File: src/rtl/rr_mux_8x1.sv
`default_nettype none
// ============================================================================
// Module   : rr_mux_8x1
// Purpose  : Round-robin 8:1 valid/ready merger; tags each word with its lane.
// Revision : 1.0
// ============================================================================
module rr_mux_8x1 #(
    parameter int W = 1
) (
    input  logic           clk,
    input  logic           rst,
    input  logic [8*W-1:0] in_data,
    input  logic [7:0]     in_valid,
    output logic [7:0]     in_ready,
    output logic [W-1:0]   out_data,
    output logic [2:0]     out_sel,
    output logic           out_valid,
    input  logic           out_ready
);

    localparam int unsigned c_LANES = 8;

    logic [2:0]   r_ptr;
    logic [W-1:0] r_data;
    logic [2:0]   r_sel;
    logic         r_valid;

    logic         w_load;
    logic         w_found;
    logic         w_grant;
    logic [2:0]   w_win;
    logic [2:0]   w_scan_idx;
    logic [W-1:0] w_win_data;

    assign w_load = ~r_valid | out_ready;

    // Scan from the far end back toward ptr so the lane closest to ptr
    // overwrites any later candidate, giving first-match priority.
    always_comb begin
        w_found    = 1'b0;
        w_win      = 3'd0;
        w_scan_idx = 3'd0;
        for (int k = c_LANES - 1; k >= 0; k--) begin
            w_scan_idx = r_ptr + 3'(k);
            if (in_valid[w_scan_idx]) begin
                w_found = 1'b1;
                w_win   = w_scan_idx;
            end
        end
    end

    always_comb begin
        w_win_data = '0;
        for (int k = 0; k < c_LANES; k++) begin
            if (w_win == 3'(k)) begin
                w_win_data = in_data[k*W +: W];
            end
        end
    end

    assign w_grant  = w_load & w_found & ~rst;
    assign in_ready = w_grant ? (8'd1 << w_win) : 8'd0;

    always_ff @(posedge clk) begin
        if (rst) begin
            r_ptr   <= 3'd0;
            r_data  <= '0;
            r_sel   <= 3'd0;
            r_valid <= 1'b0;
        end else if (w_grant) begin
            r_data  <= w_win_data;
            r_sel   <= w_win;
            r_valid <= 1'b1;
            r_ptr   <= w_win + 3'd1;
        end else if (w_load) begin
            // Slot drained with nobody waiting: go empty, keep last word/tag.
            r_valid <= 1'b0;
        end
    end

    assign out_data  = r_data;
    assign out_sel   = r_sel;
    assign out_valid = r_valid;

endmodule
`default_nettype wire

File: config.mk
export PLATFORM = sky130hd
export DESIGN_NAME = rr_mux_8x1
export DESIGN_NICKNAME = d
export VERILOG_FILES = /design/src/rtl/rr_mux_8x1.sv
export SDC_FILE = /design/constraint.sdc
export NUM_CORES = 1
export LEC_CHECK = 0
export CELL_PAD_IN_SITES_DETAIL_PLACEMENT = 1
export CELL_PAD_IN_SITES_GLOBAL_PLACEMENT = 1
export CORE_ASPECT_RATIO = 0.75
export CORE_MARGIN = 2
export CORE_UTILIZATION = 41
export DETAILED_ROUTE_END_ITERATION = 7
export GPL_ROUTABILITY_DRIVEN = 0
export PLACE_DENSITY_LB_ADDON = 0.1
export SYNTH_ARGS = -nofsm -noshare
export SYNTH_HDL_FRONTEND = slang
export SYNTH_SLANG_ARGS = --single-unit
File: constraint.sdc
create_clock -name clk -period 7.67 [get_ports clk]
set_clock_uncertainty 0.15 [all_clocks]
set_input_delay 1.9175 -clock clk [delete_from_list [all_inputs] [get_ports clk]]
set_output_delay 1.9175 -clock clk [all_outputs]
set_load 0.005 [all_outputs]
==> run_results.csv <==
group,metric,value,unit
layout,num_antenna_cells,0,
synthesis,synthesis.nets,201,
layout,ff_latch_area,160.2,um^2
worst_setup_path,cp-start-kind,"input port",
drt,drt_iter0_markers,131,
synthesis,synth_edf_count,0,
synthesis,synth_flop_cell,"dfxtp_1",
cts,hold_buffers,0,
layout,multi_input_area,0.001211,mm^2
outcome,status,"finished clean",
drt,firstDrtPassIters,4,
drt,drc,0,
timing,slew_viol_final,0,
layout,area_growth,29.19,%
global_route,grt.total_usage,0.2479,
synthesis,synth_top_area_cell,"mux4_2",
cts,numCtsBuffers,3,
worst_setup_path,crit_required,5.60,ns
synthesis,synth_area_leaders,"mux4_2 (12%), dfxtp_1 (11%), mux2i_1 (7.5%)",
layout,layout-drive-gt1-share,0.1827,
floorplan,design.die.area,0.004086,mm^2
synthesis,synth_common_cells,"a21oi_1 (14), nand2_1 (14), mux2i_1 (11), nor2_1 (11), inv_1 (10)",
drt,routedWlPerCell,19.69,um
drt,drtAntennaViolNets,0,
timing,period_needed,7.471,ns
cts,cts.sinks,8,
synthesis,yosysWarnings,0,
floorplan,io_pins,32,
cts,cts_tree,"yes",
worst_setup_path,path_cells,"clkdlybuf4s50_1 > mux4_2 > mux2_4 > a2111oi_4 > a22oi_2 > a211o_1 > a31o_1 > inv_2 > ha_1 > ha_1 > and2_1 > clkdlybuf4s50_1",
hold_path,hp-class,"flop to flop",
worst_setup_path,cp_max_fo,7,
synthesis,synth_cell_types,55,
placement,io_buffers,31,
timing,relSlewSlack,0.5698,
timing,rsz0062_at_grt,"false",
timing,tightest_slew,0.6432,ns
global_route,grt_pass1_vias,1518,
cts,ctsRootBufferMaster,"clkbuf_8",
synthesis,syn_avg_cell_area,8.449,um^2
run,max_cap_violations,0,
timing,timing.final.crit_share,0.9740,
global_route,grt_pass1_wl,7.976,mm
timing,fin_tns_setup,0,ns
power_and_ir_drop,ir_drop,0.2814,mV
floorplan,die_width,73.15,um
cts,clock_latency,0.23,ns
floorplan,num_rows,18,
timing,hold_viol,0,
layout,fillers,396,
cts,cts_htree_levels,1,
power_and_ir_drop,p_per_area,498.9,mW/mm^2
synthesis,async_flop_share,0,
power_and_ir_drop,power.leakage,0.7352,nW
floorplan,core_area,0.003356,mm^2
synthesis,synthCells,174,
synthesis,ys_seq_area_frac,0.1089,
worst_setup_path,crit_path_max_incr_delay,0.58,ns
synthesis,yosys_register_bits,8,
synthesis,synth_area,0.001470,mm^2
synthesis,synth_top_area_frac,0.1226,
worst_setup_path,crit_type,"input port to output port",
drt,vias,1553,
floorplan,initial_core_util,0.4381,
layout,nets,237,
cts,path_clk_slew,0.04,ns
drt,detail_route.wirelength,4.883,mm
drt,routed_via_density,6.262,
worst_setup_path,cp-end-kind,"output port",
global_route,antenna_found_initial,0,
global_route,grt-ovfl-total,0,
worst_setup_path,cpMaxStageDelayCell,"mux4_2",
worst_setup_path,worstPathArrival,5.40,ns
global_route,grt_max_degree,24,
timing,finalSetupViolCount,0,
floorplan,die_h,55.86,um
cts,clock_path_buffers,2,
power_and_ir_drop,totalPowerFinal,0.0009476,W
timing,max_freq,133.9,MHz
placement,place_hpwl,3.732,mm
==> worst paths after layout <==
path | from | depth (start not counted) | slack [ns] | to
max | in_valid[5] | 12 | 0.20 | in_ready[3]
min | out_sel[1]$_SDFFE_PP0P_ | 2 | 0.34 | out_sel[1]$_SDFFE_PP0P_
max reg2reg | r_ptr[0]$_SDFFE_PP0P_ | 18 | 2.84 | out_data$_SDFFE_PP0P_
min reg2reg | out_sel[1]$_SDFFE_PP0P_ | 2 | 0.34 | out_sel[1]$_SDFFE_PP0P_
==> placed cells by master, fill, tap and decap left out, types with 2 or more instances in the layout <==
master | netlist | routed
inv_1 | 10 | 10
o21ai_0 | 5 | 5
or3_1 | 3 | 3
and2_1 | 3 | 3
ha_1 | 8 | 8
and3_1 | 2 | 2
nand3_1 | 5 | 5
inv_2 | 3 | 3
mux4_2 | 8 | 9
clkbuf_8 | 0 | 3
a21oi_1 | 14 | 14
nor2_1 | 11 | 11
mux2_1 | 2 | 2
a31o_1 | 2 | 2
buf_4 | 1 | 10
dfxtp_1 | 8 | 8
mux2i_1 | 11 | 10
nor3_1 | 5 | 5
o211ai_1 | 5 | 5
xor2_1 | 2 | 2
a211oi_1 | 2 | 2
clkdlybuf4s50_1 | 0 | 30
nor4_1 | 2 | 2
a221oi_1 | 3 | 3
nand2_1 | 14 | 14
mux2_2 | 3 | 3
o31ai_1 | 3 | 3
o2111ai_1 | 2 | 2
==> per-stage QoR <==
step	hold slack [ns]	setup slack (ns)	utilization	cell area, um^2	cells
2_1_floorplan	0.3049	1.439	-	1470	174
3_3_place_gp	0.3286	0.2538	0.5466	1834	243
3_5_place_dp	0.3352	0.05510	0.5466	1834	243
4_1_cts	0.3406	0.03787	0.5589	1876	246
5_1_grt	0.3731	0.01344	0.5660	1899	248
6_report	0.3416	0.1992	0.5660	1899	248
==> logic make-up after synthesis <==
kind of cell | after synthesis | synth area share
xor+xnor | 3 | 0.01788
mux | 28 | 0.2970
buf+inv | 23 | 0.07150
simple gates | 53 | 0.1796
flops | 8 | 0.1089
fa+ha+maj | 8 | 0.06809
compound gates | 51 | 0.2570
==> flip-flops by register name, indices dropped and copies added, names as in the netlist <==
register	cells
out_valid	1
r_ptr	3
out_sel	3
out_data	1
==> power breakdown <==
group          switching (W)  internal, W  total [W]
registers          0.0000127    0.0000559  0.0000686
clock network      0.0000165    0.0000340  0.0000505
logic               0.000470     0.000358   0.000829
total               0.000500     0.000448   0.000948
==> metal layers <==
metal,part of all wire,global-route usage,up-vias
met5,0,0,-
met4,0.0014,0.03968,0
met3,0.070,0.04891,2
met2,0.46,0.3475,59
met1,0.47,0.3911,751
li1,-,-,741
==> worst max-delay path, delay by kind of cell <==
family	cells	cell delay (ns)
AO/OA/AOI/OAI	4	0.92
adder cells (fa/ha/maj)	2	0.40
buffers and inverters	3	1.10
multiplexers	2	0.90
AND/OR/NAND/NOR	1	0.17
==> cell type report <==
cell class / count / area share
Inverter: 13 / 0.02569
Timing Repair Buffer: 41 / 0.2042
Multi-Input combinational cell: 143 / 0.6377
Tap cell: 40 / 0.02635
Sequential cell: 8 / 0.08432
Clock buffer: 3 / 0.02174
==> repair_timing <==
action	in CTS	in global routing
gates resized for setup	0	4
endpoints found under the setup margin	0	5
hold endpoints to repair	0	0
setup buffers	0	2
No activity file was read; power rests on OpenSTA's default activity.
